`config.mk`:
```
export PLATFORM = sky130hd
export DESIGN_NAME = fft_agu_param
export DESIGN_NICKNAME = d
export VERILOG_FILES = /design/src/rtl/fft_agu_pkg.sv /design/src/rtl/fft_agu_wb_pipe.sv /design/src/rtl/fft_agu_param.sv
export SDC_FILE = /design/constraint.sdc
export NUM_CORES = 1
export LEC_CHECK = 0
export CAP_MARGIN = 5
export CELL_PAD_IN_SITES_DETAIL_PLACEMENT = 0
export CELL_PAD_IN_SITES_GLOBAL_PLACEMENT = 1
export CORE_MARGIN = 2
export CORE_UTILIZATION = 25
export DETAILED_ROUTE_END_ITERATION = 12
export PLACE_DENSITY = 0.57
export SYNTH_ARGS = -nofsm -noshare
export SYNTH_HDL_FRONTEND = slang
export SYNTH_SLANG_ARGS = --single-unit
export TNS_END_PERCENT = 30
```
`constraint.sdc`:
```
create_clock -name clk -period 5.9 [get_ports clk]
set_clock_uncertainty 0.15 [all_clocks]
set_input_delay 0.59 -clock clk [delete_from_list [all_inputs] [get_ports clk]]
set_output_delay 0.59 -clock clk [all_outputs]
set_load 0.03 [all_outputs]
```
`src/rtl/fft_agu_pkg.sv`:
```
// Shared types and helpers for the radix-2 DIT FFT address generator.
package fft_agu_pkg;

  typedef enum logic [1:0] {
    ST_IDLE  = 2'd0,
    ST_RUN   = 2'd1,
    ST_DRAIN = 2'd2,
    ST_DONE  = 2'd3
  } state_t;

  localparam int unsigned FN_W  = 32;
  localparam int unsigned FN_IW = 5;

  // Rotate the low 'width' bits of value left by 'amount'; upper bits return 0.
  function automatic logic [FN_W-1:0] rotl(input logic [FN_W-1:0] value,
                                            input int unsigned    amount,
                                            input int unsigned    width);
    logic [FN_W-1:0] res;
    res = '0;
    for (int unsigned i = 0; i < FN_W; i++) begin
      if (i < width) res[FN_IW'((i + amount) % width)] = value[FN_IW'(i)];
    end
    return res;
  endfunction

  // Mask with the top s bits of a width-bit field set.
  function automatic logic [FN_W-1:0] stage_mask(input int unsigned s,
                                                  input int unsigned width);
    logic [FN_W-1:0] res;
    res = '0;
    for (int unsigned i = 0; i < FN_W; i++) begin
      if ((i < width) && (i + s >= width)) res[FN_IW'(i)] = 1'b1;
    end
    return res;
  endfunction

endpackage

```
`src/rtl/fft_agu_wb_pipe.sv`:
```
// DEPTH x WIDTH delay line carrying read strobes/addresses to the write side.
module fft_agu_wb_pipe #(
  parameter int unsigned DEPTH = 1,
  parameter int unsigned WIDTH = 1
) (
  input  logic             clk,
  input  logic             reset,
  input  logic [WIDTH-1:0] d,
  output logic [WIDTH-1:0] q
);

  logic [WIDTH-1:0] sr [DEPTH];

  // Shift register with asynchronous clear
  always_ff @(posedge clk or posedge reset) begin
    if (reset) begin
      for (int i = 0; i < int'(DEPTH); i++) sr[i] <= '0;
    end else begin
      sr[0] <= d;
      for (int i = 1; i < int'(DEPTH); i++) sr[i] <= sr[i-1];
    end
  end

  assign q = sr[DEPTH-1];

endmodule

```
`src/rtl/fft_agu_param.sv`:
```
// In-place radix-2 DIT FFT address generator (bit-reversed input order).
// Optional inverse-transform support: define FFT_AGU_IFFT_EN.
module fft_agu_param
  import fft_agu_pkg::*;
#(
  parameter  int unsigned LOG2N    = 5,
  parameter  int unsigned BFLY_LAT = 3,
  localparam int unsigned AW       = LOG2N,
  localparam int unsigned TW       = LOG2N - 1,
  localparam int unsigned SW       = $clog2(LOG2N)
) (
  input  logic          clk,
  input  logic          reset,
  input  logic          fft_start,
`ifdef FFT_AGU_IFFT_EN
  input  logic          fft_inverse,
  output logic          tw_conj,
`endif
  output logic          fft_busy,
  output logic          fft_done,
  output logic          rd_en,
  output logic [AW-1:0] rd_addr_a,
  output logic [AW-1:0] rd_addr_b,
  output logic [TW-1:0] twiddle_address,
  output logic          mem_wr,
  output logic [AW-1:0] wr_addr_a,
  output logic [AW-1:0] wr_addr_b,
  output logic [SW-1:0] stage
);

  localparam int unsigned DW = $clog2(BFLY_LAT) + 1;
  localparam int unsigned PW = 1 + 2 * AW;
  localparam logic [TW-1:0] J_LAST = '1;
  localparam logic [SW-1:0] S_LAST = SW'(LOG2N - 1);
  localparam logic [DW-1:0] D_LAST = DW'(BFLY_LAT - 1);

  state_t        state, state_nx;
  logic [TW-1:0] j_q, j_nx;
  logic [SW-1:0] s_q, s_nx;
  logic [DW-1:0] d_q, d_nx;
  logic          start_prev;
  logic          start_edge_c;

  logic          rd_en_nx, busy_nx, done_nx;
  logic [AW-1:0] addr_a_nx, addr_b_nx;
  logic [TW-1:0] tw_nx;
  logic [SW-1:0] stage_nx;
  logic [PW-1:0] wb_q;

  assign start_edge_c = fft_start & ~start_prev;

  // State, counters and start-edge history
  always_ff @(posedge clk or posedge reset) begin
    if (reset) begin
      state      <= ST_IDLE;
      j_q        <= '0;
      s_q        <= '0;
      d_q        <= '0;
      start_prev <= 1'b0;
    end else begin
      state      <= state_nx;
      j_q        <= j_nx;
      s_q        <= s_nx;
      d_q        <= d_nx;
      start_prev <= fft_start;
    end
  end

  // Next state: RUN walks j over N/2 butterflies, DRAIN waits out the pipeline
  always_comb begin
    state_nx = state;
    j_nx     = j_q;
    s_nx     = s_q;
    d_nx     = d_q;
    unique case (state)
      ST_IDLE: begin
        if (start_edge_c) begin
          state_nx = ST_RUN;
          j_nx     = '0;
          s_nx     = '0;
        end
      end
      ST_RUN: begin
        if (j_q == J_LAST) begin
          state_nx = ST_DRAIN;
          d_nx     = '0;
        end else begin
          j_nx = j_q + TW'(1);
        end
      end
      ST_DRAIN: begin
        if (d_q == D_LAST) begin
          if (s_q < S_LAST) begin
            state_nx = ST_RUN;
            s_nx     = s_q + SW'(1);
            j_nx     = '0;
          end else begin
            state_nx = ST_DONE;
          end
        end else begin
          d_nx = d_q + DW'(1);
        end
      end
      ST_DONE:  state_nx = ST_IDLE;
      default:  state_nx = ST_IDLE;
    endcase
  end

  // Output next values derived from the next state; addresses hold outside RUN
  always_comb begin
    rd_en_nx  = (state_nx == ST_RUN);
    busy_nx   = (state_nx == ST_RUN) || (state_nx == ST_DRAIN);
    done_nx   = (state_nx == ST_DONE);
    addr_a_nx = rd_addr_a;
    addr_b_nx = rd_addr_b;
    tw_nx     = twiddle_address;
    stage_nx  = stage;
    if (state_nx == ST_RUN) begin
      addr_a_nx = AW'(rotl(32'({j_nx, 1'b0}), 32'(s_nx), AW));
      addr_b_nx = AW'(rotl(32'({j_nx, 1'b1}), 32'(s_nx), AW));
      tw_nx     = j_nx & TW'(stage_mask(32'(s_nx), TW));
      stage_nx  = s_nx;
    end
  end

  // Registered outputs
  always_ff @(posedge clk or posedge reset) begin
    if (reset) begin
      rd_en           <= 1'b0;
      fft_busy        <= 1'b0;
      fft_done        <= 1'b0;
      rd_addr_a       <= '0;
      rd_addr_b       <= '0;
      twiddle_address <= '0;
      stage           <= '0;
    end else begin
      rd_en           <= rd_en_nx;
      fft_busy        <= busy_nx;
      fft_done        <= done_nx;
      rd_addr_a       <= addr_a_nx;
      rd_addr_b       <= addr_b_nx;
      twiddle_address <= tw_nx;
      stage           <= stage_nx;
    end
  end

`ifdef FFT_AGU_IFFT_EN
  logic inv_q;
  logic inv_nx;

  // Direction is captured on the accepted start edge only
  always_comb begin
    inv_nx = inv_q;
    if ((state == ST_IDLE) && start_edge_c) inv_nx = fft_inverse;
  end

  // Held direction flag and its busy-qualified output
  always_ff @(posedge clk or posedge reset) begin
    if (reset) begin
      inv_q   <= 1'b0;
      tw_conj <= 1'b0;
    end else begin
      inv_q   <= inv_nx;
      tw_conj <= busy_nx & inv_nx;
    end
  end
`endif

  fft_agu_wb_pipe #(
    .DEPTH(BFLY_LAT),
    .WIDTH(PW)
  ) u_wb_pipe (
    .clk  (clk),
    .reset(reset),
    .d    ({rd_en, rd_addr_a, rd_addr_b}),
    .q    (wb_q)
  );

  assign {mem_wr, wr_addr_a, wr_addr_b} = wb_q;

endmodule

```
==> metrics <==
CP max-delay cell dfrtp_1; final WL about 15 mm; DRT iter0 DRCs about 170; Vias/cell roughly 5.3; P_int between 0.7 and 0.8 mW; largest net degree at the start of global routing 60; status complete, no violations; Core Footprint between 15000 and 20000 sq um; Antenna Nets Post-Route 0; multiplexer area fraction after synthesis under 10%; final core utilization slightly above 30%; Worst slew margin a little over half; largest family of logic cells by synthesized area compound AO/OA/AOI/OAI gates; Met1 Wirelength between 6 and 7 mm; Pwr Density approximately 170 nW/um^2; XOR/XNOR Fraction of Synth Area 1.253%; WL per Instance roughly 18 um; Tot GR Track Use about 15%; Post-synth ARST share between 90% and 100%; placed cell count between 700 and 800; port bufs 33; first-pass GRT wire length approximately 24 mm; die area between 20000 and 25000 sq um; switching share of power between 20 and 25%; Synth Area in Compound Gates between 20% and 30%; post-DP HPWL between 10 and 15 mm; H-tree depth 3; syn_nets between 500 and 600; Comb power frac 1.2%; share of the synthesized area in the top cell type roughly a third; Top FF cell, synth dfrtp_1; Setup CP Type reg -> reg; Worst-path clk slew ~0.07 ns; Synth area leader dfrtp_1; layout cells sized above 1 roughly 17%; worst r2r src state[0]; Final min period roughly 5.5 ns; Die Ht between 100 and 150 um; fin cells 800; sequential area share after synthesis between 30% and 40%; Hold Path Origin u_wb_pipe.sr[24]; I/O pins 34; remaining global-route overflow 0; Pre-antenna DRT Iters 5; Starting Density approximately 26%; Die X ~140 um; static leakage roughly 2.3 nW; top sig layer met4; mapped cell area about 4800 sq um; CTS tree yes; Crit path top cell by count inv_1; worst hold slack approximately 0.19 ns; worst slew pin tran between 0.7 and 0.8 ns; Max rail drop VDD approximately 0.00011 V; Area contributors post-synth dfrtp_1 34%, ha_1 7.8%, o21ai_0 3.2%; Nets about 590; Ant. Diodes 0; Yosys Warn Count 0; final hold vios 0; root buffer cell clkbuf_16; share of power burned in the clock network roughly half; mean post-synth cell area between 9 and 10 sq um; routed wl met3 442 um; Detail Route met2 WL roughly 7.3 mm; Via Count approximately 4300; Flop pwr share between 40% and 50%; final RePlAce weighted congestion ~0.9; period utilization roughly 93%; Num CTS Buffers 9; area added between synthesis and finish 20.65%; clk sinks 66; DRC 0; max-cap violation count 0; arrival time worst endpoint ~5.5 ns; standard-cell rows 50; Synth Instances about 520; Longest Clk Path Bufs 2; Synth Area in Simple Gates approximately 18%; CP startpoint state[0]; crit path launch type flip-flop; Post-synth EDFFs 0; Synth cell types 83; fmax ~180 MHz; vias in the first global route around 4400; initial antenna violation count 0; CP max FO 9; Synth Register Bits 66; slowest stage delay, CP 0.42 ns; Setup crit end kind flip-flop; total power draw between 0.9 and 1 mW; Final setup violation count 0; Hold Path Class reg -> reg; Crit path required time ~6 ns; placed standard-cell area between 5000 and 6000 sq um; P_sw between 0.2 and 0.25 mW; Worst-Skew Late Latency ~0.34 ns; Slew Limit Fails 0; Adder-Cell Fraction of Synth Area under 10%; final non-filler cell area around 5800 sq um
placed cells by master, fill, tap and decap left out, drive strengths merged, types with 5 or more instances in the layout:
master | synthesis | layout
dfrtp | 66 | 66
nand2 | 41 | 41
o21ai | 37 | 37
nor2 | 34 | 34
clkdlybuf4s50 | 0 | 33
buf | 21 | 30
ha | 30 | 30
inv | 28 | 29
a21oi | 27 | 27
o211ai | 18 | 18
nand3 | 16 | 16
nor3 | 12 | 12
clkbuf | 11 | 10
a31oi | 9 | 9
nor2b | 8 | 8
nand3b | 7 | 7
mux2i | 7 | 7
o31ai | 7 | 7
o22ai | 7 | 7
or2 | 7 | 7
and2 | 6 | 6
xnor2 | 6 | 6
a211oi | 6 | 6
a221oi | 6 | 6
a22oi | 5 | 5
o21a | 5 | 5
a22o | 5 | 5
o32ai | 5 | 5
nand2b | 5 | 5
nor4 | 5 | 5
Yosys cell counts (all sizes together) (6+ instances only):
cell     n
dfrtp   66
nand2   41
o21ai   37
nor2    34
ha      30
inv     28
a21oi   27
buf     21
o211ai  18
nand3   16
nor3    12
clkbuf  11
a31oi    9
nor2b    8
mux2i    7
nand3b   7
o22ai    7
o31ai    7
or2      7
a211oi   6
a221oi   6
and2     6
xnor2    6
area by class of cell:
cell class | instances | area, sq um
Clock buffer | 10 | 239.0
Clock inverter | 6 | 41.29
Fill cell | 1944 | 12990
Inverter | 28 | 107.6
Multi-Input combinational cell | 393 | 2894
Sequential cell | 66 | 1652
Tap cell | 234 | 292.8
Timing Repair Buffer | 63 | 555.5
critical path: cells and delay by family (launching register included):
| family | cells | cell delay [ns] |
|---|---|---|
| buffers and inverters | 5 | 0.73 |
| and+or+nand+nor | 6 | 1.08 |
| DFF | 1 | 0.42 |
| xor gates and xnor gates | 1 | 0.24 |
| AOI/OAI and AO/OA | 8 | 1.49 |
| adders and majority gates | 5 | 1.22 |
stage by stage:
stage             TNS, ns  worst slack (ns)
5_1_grt        -0.0008686        -0.0008269
2_1_floorplan           0           0.01537
3_5_place_dp            0           0.02720
4_1_cts                 0            0.1924
3_3_place_gp            0            0.1317
6_report                0            0.4116
flip-flops by register name (all words and copies together), names as in the netlist:
signal	cells
rd_addr_a	5
d_q	3
fft_done	1
j_q	4
u_wb_pipe.sr	22
u_wb_pipe.q	11
rd_addr_b	5
stage	3
fft_busy	1
s_q	3
start_prev	1
state	2
twiddle_address	4
rd_en	1
logic make-up (layout without fill, tap and decap cells):
| group | count (synthesis) | count (layout) |
|---|---|---|
| adder cells (fa/ha/maj) | 30 | 30 |
| buffers and inverters | 60 | 107 |
| AO/OA/AOI/OAI | 180 | 180 |
| multiplexers | 11 | 11 |
| flip-flops | 66 | 66 |
| AND/OR/NAND/NOR | 166 | 166 |
| XOR/XNOR | 6 | 6 |
final timing paths:
kind	to	cells past startpoint	slack, ns
worst max-delay path	rd_addr_b[3]	25	0.41
worst max register to register	rd_addr_b[3]	25	0.41
min in group asynchronous	s_q[1]	2	0.34
worst min register to register	u_wb_pipe.sr[13]	0	0.19
max in group asynchronous	u_wb_pipe.q[2]	3	4.27
worst min-delay path	u_wb_pipe.sr[13]	0	0.19
power by group through the flow:
stage	Combinational [mW]	Sequential, mW	Clock, mW
2_1_floorplan	0.00728	0.461	0
3_3_place_gp	0.0125	0.462	0
3_5_place_dp	0.0125	0.462	0
4_1_cts	0.0128	0.453	0.515
5_1_grt	0.0138	0.453	0.535
6_report	0.0117	0.454	0.498
metal layers:
metal	vias up	global-route usage, %
met5	-	0
met4	0	4.950
met3	16	2.120
met2	99	26.49
met1	2103	18.77
li1	2036	-
timing repair:
| item | in CTS | in global routing |
|---|---|---|
| buffers inserted | 0 | 2 |
| endpoints found under the hold margin | 0 | 0 |
| endpoints found under the setup margin | 0 | 10 |
| resized for setup | 0 | 9 |
| hold buffers | 0 | 0 |
No activity file was read; power rests on OpenSTA's default activity.
